==> src/rtl/thor2024_commit_rob_if.sv <==
// Dispatch, writeback and commit signal bundle for the in-order completion buffer.
// The master side drives dispatch/writeback; the slave side (the buffer) returns tags and commits.
interface thor2024_commit_rob_if #(
  parameter int DEPTH = 8,
  parameter int WID   = 64
);
  localparam int TW = $clog2(DEPTH);

  logic           flush;
  logic           enq0_v;
  logic           enq1_v;
  logic [5:0]     enq0_tgt;
  logic [5:0]     enq1_tgt;
  logic           enq_rdy;
  logic [TW-1:0]  enq0_tag;
  logic [TW-1:0]  enq1_tag;
  logic           wb_v;
  logic [TW-1:0]  wb_tag;
  logic [WID-1:0] wb_res;
  logic           commit0_v;
  logic           commit1_v;
  logic [5:0]     commit0_tgt;
  logic [5:0]     commit1_tgt;
  logic [WID-1:0] commit0_bus;
  logic [WID-1:0] commit1_bus;
  logic [TW:0]    count;

  modport master (
    output flush, enq0_v, enq1_v, enq0_tgt, enq1_tgt, wb_v, wb_tag, wb_res,
    input  enq_rdy, enq0_tag, enq1_tag, commit0_v, commit1_v,
           commit0_tgt, commit1_tgt, commit0_bus, commit1_bus, count
  );

  modport slave (
    input  flush, enq0_v, enq1_v, enq0_tgt, enq1_tgt, wb_v, wb_tag, wb_res,
    output enq_rdy, enq0_tag, enq1_tag, commit0_v, commit1_v,
           commit0_tgt, commit1_tgt, commit0_bus, commit1_bus, count
  );
endinterface

==> src/rtl/thor2024_commit_rob.sv <==
// In-order completion buffer: two-wide dispatch, tagged out-of-order writeback,
// and up to two registered in-order commits per cycle.
module thor2024_commit_rob #(
  parameter int DEPTH = 8,
  parameter int WID   = 64
) (
  input logic                  clk,
  input logic                  rst,
  thor2024_commit_rob_if.slave rob
);
  localparam int TW = $clog2(DEPTH);
  typedef logic [TW-1:0] tag_t;
  typedef logic [TW:0]   cnt_t;

  logic [DEPTH-1:0] valid_q, valid_d;
  logic [DEPTH-1:0] done_q, done_d;
  logic [5:0]       tgt_q [DEPTH];
  logic [5:0]       tgt_d [DEPTH];
  logic [WID-1:0]   res_q [DEPTH];
  logic [WID-1:0]   res_d [DEPTH];
  tag_t             head_q, head_d;
  tag_t             tail_q, tail_d;
  cnt_t             count_q, count_d;

  logic             c0_v_q, c0_v_d;
  logic             c1_v_q, c1_v_d;
  logic [5:0]       c0_tgt_q, c0_tgt_d;
  logic [5:0]       c1_tgt_q, c1_tgt_d;
  logic [WID-1:0]   c0_bus_q, c0_bus_d;
  logic [WID-1:0]   c1_bus_q, c1_bus_d;

  tag_t             head1;
  tag_t             tail1;
  logic             enq_rdy;
  logic             c0;
  logic             c1;
  logic             acc0;
  logic             acc1;
  logic             wb_ok;
  cnt_t             n_enq;
  cnt_t             n_com;

  // Every decision below looks only at registered state, so a slot freed by a
  // commit cannot be reused and a freshly enqueued slot cannot accept writeback
  // until the following cycle.
  assign head1   = head_q + tag_t'(1);
  assign tail1   = tail_q + tag_t'(1);
  assign enq_rdy = (count_q <= cnt_t'(DEPTH - 2));
  assign c0      = valid_q[head_q] & done_q[head_q];
  assign c1      = c0 & valid_q[head1] & done_q[head1];
  assign acc0    = enq_rdy & rob.enq0_v;
  assign acc1    = acc0 & rob.enq1_v;
  assign wb_ok   = rob.wb_v & valid_q[rob.wb_tag] & ~done_q[rob.wb_tag];
  assign n_enq   = cnt_t'(acc0) + cnt_t'(acc1);
  assign n_com   = cnt_t'(c0) + cnt_t'(c1);

  always_comb begin
    valid_d  = valid_q;
    done_d   = done_q;
    tgt_d    = tgt_q;
    res_d    = res_q;
    head_d   = head_q;
    tail_d   = tail_q;
    count_d  = count_q;
    c0_v_d   = 1'b0;
    c1_v_d   = 1'b0;
    c0_tgt_d = c0_tgt_q;
    c1_tgt_d = c1_tgt_q;
    c0_bus_d = c0_bus_q;
    c1_bus_d = c1_bus_q;

    if (c0) begin
      c0_v_d          = 1'b1;
      c0_tgt_d        = tgt_q[head_q];
      c0_bus_d        = res_q[head_q];
      valid_d[head_q] = 1'b0;
      done_d[head_q]  = 1'b0;
    end
    if (c1) begin
      c1_v_d         = 1'b1;
      c1_tgt_d       = tgt_q[head1];
      c1_bus_d       = res_q[head1];
      valid_d[head1] = 1'b0;
      done_d[head1]  = 1'b0;
    end
    head_d = head_q + tag_t'(n_com);

    // A retiring entry is already done, so writeback can never revive it.
    if (wb_ok) begin
      done_d[rob.wb_tag] = 1'b1;
      res_d[rob.wb_tag]  = rob.wb_res;
    end

    if (acc0) begin
      valid_d[tail_q] = 1'b1;
      done_d[tail_q]  = 1'b0;
      tgt_d[tail_q]   = rob.enq0_tgt;
    end
    if (acc1) begin
      valid_d[tail1] = 1'b1;
      done_d[tail1]  = 1'b0;
      tgt_d[tail1]   = rob.enq1_tgt;
    end
    tail_d  = tail_q + tag_t'(n_enq);
    count_d = count_q + n_enq - n_com;

    if (rob.flush) begin
      valid_d = '0;
      done_d  = '0;
      head_d  = '0;
      tail_d  = '0;
      count_d = '0;
      c0_v_d  = 1'b0;
      c1_v_d  = 1'b0;
    end
  end

  always_ff @(posedge clk or posedge rst) begin
    if (rst) begin
      valid_q  <= '0;
      done_q   <= '0;
      head_q   <= '0;
      tail_q   <= '0;
      count_q  <= '0;
      c0_v_q   <= 1'b0;
      c1_v_q   <= 1'b0;
      c0_tgt_q <= '0;
      c1_tgt_q <= '0;
      c0_bus_q <= '0;
      c1_bus_q <= '0;
      for (int i = 0; i < DEPTH; i++) begin
        tgt_q[i] <= '0;
        res_q[i] <= '0;
      end
    end else begin
      valid_q  <= valid_d;
      done_q   <= done_d;
      head_q   <= head_d;
      tail_q   <= tail_d;
      count_q  <= count_d;
      c0_v_q   <= c0_v_d;
      c1_v_q   <= c1_v_d;
      c0_tgt_q <= c0_tgt_d;
      c1_tgt_q <= c1_tgt_d;
      c0_bus_q <= c0_bus_d;
      c1_bus_q <= c1_bus_d;
      tgt_q    <= tgt_d;
      res_q    <= res_d;
    end
  end

  assign rob.enq_rdy     = enq_rdy;
  assign rob.enq0_tag    = tail_q;
  assign rob.enq1_tag    = tail1;
  assign rob.commit0_v   = c0_v_q;
  assign rob.commit1_v   = c1_v_q;
  assign rob.commit0_tgt = c0_tgt_q;
  assign rob.commit1_tgt = c1_tgt_q;
  assign rob.commit0_bus = c0_bus_q;
  assign rob.commit1_bus = c1_bus_q;
  assign rob.count       = count_q;

  a_c1_needs_c0: assert property (@(posedge clk) disable iff (rst) c1_v_q |-> c0_v_q);
  a_count_bound: assert property (@(posedge clk) disable iff (rst) count_q <= cnt_t'(DEPTH));
endmodule

==> src/flat_wrapper.sv <==
// flat-port wrapper written by rule: the top's interface ports become plain ports
module thor2024_commit_rob_flat 
#(
  parameter int DEPTH = 8,
  parameter int WID   = 64
)
  (clk, rst, rob_flush, rob_enq0_v, rob_enq1_v, rob_enq0_tgt, rob_enq1_tgt, rob_wb_v, rob_wb_tag, rob_wb_res, rob_enq_rdy, rob_enq0_tag, rob_enq1_tag, rob_commit0_v, rob_commit1_v, rob_commit0_tgt, rob_commit1_tgt, rob_commit0_bus, rob_commit1_bus, rob_count);
  thor2024_commit_rob_if #(.DEPTH(DEPTH), .WID(WID)) rob_i ();
  input logic clk;
  input logic rst;
  input wire logic [$bits(rob_i.flush)-1:0] rob_flush;
  input wire logic [$bits(rob_i.enq0_v)-1:0] rob_enq0_v;
  input wire logic [$bits(rob_i.enq1_v)-1:0] rob_enq1_v;
  input wire logic [$bits(rob_i.enq0_tgt)-1:0] rob_enq0_tgt;
  input wire logic [$bits(rob_i.enq1_tgt)-1:0] rob_enq1_tgt;
  input wire logic [$bits(rob_i.wb_v)-1:0] rob_wb_v;
  input wire logic [$bits(rob_i.wb_tag)-1:0] rob_wb_tag;
  input wire logic [$bits(rob_i.wb_res)-1:0] rob_wb_res;
  output wire logic [$bits(rob_i.enq_rdy)-1:0] rob_enq_rdy;
  output wire logic [$bits(rob_i.enq0_tag)-1:0] rob_enq0_tag;
  output wire logic [$bits(rob_i.enq1_tag)-1:0] rob_enq1_tag;
  output wire logic [$bits(rob_i.commit0_v)-1:0] rob_commit0_v;
  output wire logic [$bits(rob_i.commit1_v)-1:0] rob_commit1_v;
  output wire logic [$bits(rob_i.commit0_tgt)-1:0] rob_commit0_tgt;
  output wire logic [$bits(rob_i.commit1_tgt)-1:0] rob_commit1_tgt;
  output wire logic [$bits(rob_i.commit0_bus)-1:0] rob_commit0_bus;
  output wire logic [$bits(rob_i.commit1_bus)-1:0] rob_commit1_bus;
  output wire logic [$bits(rob_i.count)-1:0] rob_count;
  assign rob_i.flush = rob_flush;
  assign rob_i.enq0_v = rob_enq0_v;
  assign rob_i.enq1_v = rob_enq1_v;
  assign rob_i.enq0_tgt = rob_enq0_tgt;
  assign rob_i.enq1_tgt = rob_enq1_tgt;
  assign rob_i.wb_v = rob_wb_v;
  assign rob_i.wb_tag = rob_wb_tag;
  assign rob_i.wb_res = rob_wb_res;
  assign rob_enq_rdy = rob_i.enq_rdy;
  assign rob_enq0_tag = rob_i.enq0_tag;
  assign rob_enq1_tag = rob_i.enq1_tag;
  assign rob_commit0_v = rob_i.commit0_v;
  assign rob_commit1_v = rob_i.commit1_v;
  assign rob_commit0_tgt = rob_i.commit0_tgt;
  assign rob_commit1_tgt = rob_i.commit1_tgt;
  assign rob_commit0_bus = rob_i.commit0_bus;
  assign rob_commit1_bus = rob_i.commit1_bus;
  assign rob_count = rob_i.count;
  thor2024_commit_rob #(.DEPTH(DEPTH), .WID(WID)) u_core (.clk(clk), .rst(rst), .rob(rob_i));
endmodule
==> config.mk <==
export PLATFORM = sky130hd
export DESIGN_NAME = thor2024_commit_rob_flat
export DESIGN_NICKNAME = d
export VERILOG_FILES = /design/src/rtl/thor2024_commit_rob_if.sv /design/src/rtl/thor2024_commit_rob.sv /design/src/flat_wrapper.sv
export SDC_FILE = /design/constraint.sdc
export NUM_CORES = 2
export LEC_CHECK = 0
export CAP_MARGIN = 20
export CORE_MARGIN = 1
export CORE_UTILIZATION = 45
export CTS_CLUSTER_SIZE = 8
export DETAILED_ROUTE_END_ITERATION = 6
export PLACE_DENSITY = 0.59
export SKIP_LAST_GASP = 1
export SLEW_MARGIN = 20
export SYNTH_ARGS = -nofsm -noshare
export SYNTH_HDL_FRONTEND = slang
export SYNTH_SLANG_ARGS = --single-unit
==> constraint.sdc <==
create_clock -name clk -period 60 [get_ports clk]
set_clock_uncertainty 0.15 [all_clocks]
set_input_delay 12 -clock clk [delete_from_list [all_inputs] [get_ports clk]]
set_output_delay 12 -clock clk [all_outputs]
set_load 0.005 [all_outputs]
# Word level (Yosys, flattened, before mapping)
# Index checks and enable logic that the tools add are counted.
word_totals:
  register_bits: 728
  input_bits: 85
  out_inout_bits: 153
classes:
  add_sub_neg: 8
  magnitude_cmp: 19
  mux: 63
  bitwise: 26
  reduce_logical: 8
ops:
  columns: ["operator", "count"]
  rows:
  - ["$bwmux 512", 1]
  - ["$bmux 64 s3", 2]
  - ["$mux 64", 5]
  - ["$demux 64 s3", 1]
  - ["$bwmux 48", 2]
  - ["$mux 48", 2]
  - ["$mux 8", 11]
  - ["$and 8x8->8", 6]
  - ["$bmux 6 s3", 2]
  - ["$demux 6 s3", 2]
  - ["$mux 6", 6]
  - ["$not 8->8", 4]
  - ["$or 8x8->8", 3]
  - ["$ge 4x4->1 const B", 5]
  - ["$lt 3x4->1 const B", 5]
  - ["$not 3->4", 5]
  - ["$bmux 1 s3", 6]
  - ["$demux 1 s3", 5]
  - ["$ge 3x1->1 const B", 5]
  - ["$mux 1", 15]
  - ["$lt 4x1->1 const B", 3]
  - ["$logic_and 1x1->1", 8]
  - ["$and 1x1->1", 7]
  - ["$add 3x1->3 const B", 2]
  - ["8 further kinds", 11]

# Logic depth before layout (Yosys ltp)
depth:
  word_depth: 16
  ltp_mapped: 17
  depth_no_buf: 14

# Worst setup path after synthesis
# OpenSTA, ideal clock, no wires.
synth_timing:
  path_type: "input to register"
  start: "input rob_enq0_v"
  end: "register u_core.count_q[3], in the netlist u_core.rob.count[3]"
  setup_time_ns: 0.132
  t_arrival_ns: 13.719
  t_required_ns: 59.718
  setup_slack_ns: 45.999
  path_stages: 10
  n_path_buf: 1
  path_cell_list: "and3_1 -> clkbuf_1 -> nand2_1 -> fa_1 -> inv_1 -> ha_1 -> a21o_1 -> a21oi_1 -> xor2_1 -> nor2_1"
synth_via:
  elab_chain_cells: 6
synth_lines:
  columns: ["item", "line", "text"]
  rows:
  - ["start, declared", "flat_wrapper.sv:12", "input wire logic [$bits(rob_i.enq0_v)-1:0] rob_enq0_v;"]
  - ["$and 1x1->1 (*)", "thor2024_commit_rob.sv:51", "assign acc0 = enq_rdy & rob.enq0_v;"]
  - ["$and 1x1->1", "thor2024_commit_rob.sv:52", "assign acc1 = acc0 & rob.enq1_v;"]
  - ["$add 1x1->2 (*)", "thor2024_commit_rob.sv:54", "assign n_enq = cnt_t'(acc0) + cnt_t'(acc1);"]
  - ["$add 4x4->4 (*)", "thor2024_commit_rob.sv:105", "count_d = count_q + n_enq - n_com;"]
  - ["$sub 4x4->4 (*)", "thor2024_commit_rob.sv:105", null]
  - ["$mux 4 (*)", "thor2024_commit_rob.sv:107", "if (rob.flush) begin"]
  - ["named net u_core.count_d[3]", "thor2024_commit_rob.sv:23", "cnt_t count_q, count_d;"]
  - ["end signal, assigned", "thor2024_commit_rob.sv:140", "count_q <= count_d;"]
  - ["end, declared", "thor2024_commit_rob.sv:23", null]
# The timed path passes the listed nets; every way through them passes the cells marked *.
# A chain may end at the register's enable or synchronous reset.

# Worst setup path after layout
layout_timing:
  start: "input rob_wb_tag[1]"
  end: "register u_core.res_q[247] (netlist bit)"
layout_via:
  elab_chain_cells: 6
layout_lines:
  columns: ["item", "line", "text"]
  rows:
  - ["start, declared", "flat_wrapper.sv:17", "input wire logic [$bits(rob_i.wb_tag)-1:0] rob_wb_tag;"]
  - ["$not 3->4 (not written as such)", "thor2024_commit_rob.sv:91", "res_d[rob.wb_tag] = rob.wb_res;"]
  - ["$ge 4x4->1 (not written as such) / $lt 4x1->1 (equally long branches)", "thor2024_commit_rob.sv:91", null]
  - ["$logic_and 1x1->1 (not written as such)", "thor2024_commit_rob.sv:91", null]
  - ["$mux 64 (not written as such)", "thor2024_commit_rob.sv:91", null]
  - ["$demux 64 s3", "thor2024_commit_rob.sv:91", null]
  - ["$bwmux 512", "thor2024_commit_rob.sv:91", null]
  - ["end signal, assigned", "thor2024_commit_rob.sv:148", "res_q <= res_d;"]
  - ["end, declared", "thor2024_commit_rob.sv:19", "logic [WID-1:0] res_q [DEPTH];"]
# Several ways; a longest one is shown, not always the timed one. The select of a mux whose other input is x is not followed.

==> results.json <==
{
  "rsz0062_at_grt": "false",
  "vdd_ir_drop_max_mv": 0.0243,
  "clock_sinks": 728,
  "ff_latch_area_um2": 18200,
  "worst-setup-path-type": "input port to flop",
  "hold_path.startpoint": "u_core.rob.commit1_bus[16]",
  "clk-insertion-delay-late_ps": 650,
  "postRouteAntennaNets": 0,
  "status": "complete, no violations",
  "tns_ps": 0,
  "routabilityCongestion": 0.845,
  "fin_crit_sh_pct": 25.5,
  "worst_path_max_delay_cell": "a2111oi_4",
  "hold_end": "u_core.rob.commit1_bus[16]",
  "setup_viol": 0,
  "drv_cap": 0,
  "finalPower_mw": 1.39,
  "top_layer": "met5",
  "final_common_cell": "dfrtp_1",
  "dpl.cell_count": 3989,
  "crit_cells": 7,
  "worstMarginPinSlew_ps": 1170,
  "clk_path_buf_depth": 3,
  "final_cells": 4108,
  "postSynthCellCount": 2887,
  "cts_hold_buf": 0,
  "core-area_um2": 79100,
  "critPathBufInv": 3,
  "p_per_area_nw_per_um2": 33.2,
  "grt_pass1_wl_um": 184000,
  "drc_errors": 0,
  "synth_area_um2": 36100,
  "fmaxAchievable_ghz": 0.0654,
  "die_w_um": 285,
  "path_max_fanout": 30,
  "drive_above_1_share_pct": 30.7,
  "cpPeakStageDelay_ps": 800,
  "arrival_ps": 15670,
  "critical_path.most_common_cell": "buf_4",
  "layout_common_cells": "dfrtp_1 (725), mux2_2 (653), clkdlybuf4s50_1 (237)",
  "n_fill_cell": 6699,
  "fp.dieH_um": 285,
  "io-pin-count": 238,
  "yosysUniqueCellTypes": 59,
  "start_util_pct": 45.6,
  "grtUsageTotal_pct": 29.9,
  "r2r_setup_slack_ps": 54330,
  "grt_overflow": 0,
  "path_cells": "clkdlybuf4s50_1 -> mux4_2 -> nand3b_1 -> a2111oi_4 -> buf_4 -> buf_4 -> mux2_2",
  "drt-pass1-iter-count": 5,
  "area_growth_pct": 16.5,
  "async_flop_share_pct": 100,
  "rr_startpoint": "u_core.head_q[0]",
  "rr_worst_depth": 13,
  "finalNetCount": 3142,
  "maxSlewViolCount": 0,
  "design.die.area_um2": 81300,
  "hp-class": "flop to flop",
  "synth_fp_nets": 2986,
  "wl_met3_um": 8300,
  "synth_warnings": 0,
  "synth_edf_count": 0,
  "wl_per_cell_um": 29.7,
  "end_kind": "flop",
  "wl_met1_um": 51200,
  "dpl.hpwl_um": 69500,
  "clk_pin_slew_worst_paths_ps": 50,
  "multiInputGateArea_um2": 16700,
  "routed_via_density": 6.60,
  "r2r-end": "u_core.rob.count[3]",
  "via_count": 27107,
  "num_rows": 103,
  "grt_max_degree": 177,
  "synthFlopType": "dfrtp_1",
  "fin_crit_ps": 15290,
  "hold_viol_final": 0,
  "cts_buffers": 101,
  "yosysSeqAreaShare_pct": 50.5,
  "port_buffers": 237,
  "antenna_found_initial": 7,
  "cts_tree": "built",
  "ys_ff_latch": 728,
  "max_slew_margin_pct": 21.9,
  "wl_um": 122000,
  "avgSynthCellArea_um2": 12.5,
  "first_global_vias": 28136,
  "drt_iter0_drc": 2691,
  "cp-start-kind": "input port",
  "leakage_nw": 18.4,
  "required_ps": 60370,
  "wl_met2_um": 58000,
  "cpLargestDelayFamily": "buffers and inverters",
  "cts-resized-gates": 0,
  "post_cts_buffers": 0,
  "htree_num_levels": 3,
  "clockRootBuffer": "clkbuf_16",
  "whs_path_depth": 1
}
## report_power, final
part | switching [mW] | internal (mW)
clock network | 0.207 | 0.305
logic | 0.0922 | 0.134
registers | 0.0750 | 0.581
total | 0.374 | 1.02
## cells in the mapped netlist, types with 10 or more instances
master      n  area share [%]
dfrtp_1   728              51
mux2_2    653              20
nand2_1   161             1.7
a221oi_1  156             3.8
o21ai_0   143             2.0
nor2_1    122             1.3
clkbuf_1  118             1.2
a22o_1    101             2.5
a21oi_1    83             1.2
buf_2      81             1.1
a31oi_1    75             1.3
mux4_2     72             4.5
mux2i_1    57             1.6
nand3_1    36            0.50
a22oi_1    29            0.60
a41oi_1    27            0.66
buf_1      24            0.25
o22ai_1    20            0.35
inv_1      19            0.20
buf_6      15            0.47
a221o_1    11            0.31
nor2b_1    11            0.19
ha_1       10            0.35
## layer usage
| layer | vias up | GRT usage [%] |
|---|---|---|
| li1 | 11330 | - |
| met1 | 14246 | 40.3 |
| met2 | 1247 | 48.1 |
| met3 | 282 | 4.90 |
| met4 | 2 | 12.2 |
| met5 | - | 0 |
## cells by family after synthesis
kind of cell    synth area share (%)
simple gates                    4.35
mux                             26.7
compound gates                  14.2
xor+xnor                       0.222
fa+ha+maj                      0.569
flops                           50.5
buf+inv                         3.46
## final cells by class
cell class	count	share of cell area, %
multi-input combinational	1892	39.8
sequential	728	43.4
antenna	6	0.0357
timing repair buffer	299	6.97
tap	1050	3.13
inverter	21	0.229
clock buffer	107	6.20
clock inverter	5	0.191
## per-stage QoR
stage	setup slack [ps]	area [um2]	utilization (%)	hold WS (ps)
after CTS	44760	42000	53.0	349
after global placement	44180	39200	49.6	328
after global routing	44610	42000	53.1	369
after floorplan	27430	36100	-	339
final	44710	42000	53.1	344
after detailed placement	44090	39300	49.6	335
## state kept, by name, indices dropped and copies added, names as in the netlist, 4 cells and up
signal	cells
u_core.rob.count	4
u_core.rob.commit0_bus	64
u_core.rob.commit0_tgt	6
u_core.tgt_q	48
u_core.rob.commit1_bus	64
u_core.valid_q	8
u_core.done_q	8
u_core.res_q	512
u_core.rob.commit1_tgt	6
## worst max path at each step
stage	slack (ps)	start	end
after floorplan	27430	rst	u_core.done_q[0]
after global placement	44180	rob_wb_tag[1]	u_core.res_q[243]
after detailed placement	44090	rob_wb_tag[1]	u_core.res_q[248]
after CTS	44760	rob_wb_tag[1]	u_core.res_q[247]
after global routing	44610	rob_wb_tag[1]	u_core.res_q[247]
final	44710	rob_wb_tag[1]	u_core.res_q[247]
Note: power is estimated with default switching activity, not from simulation.
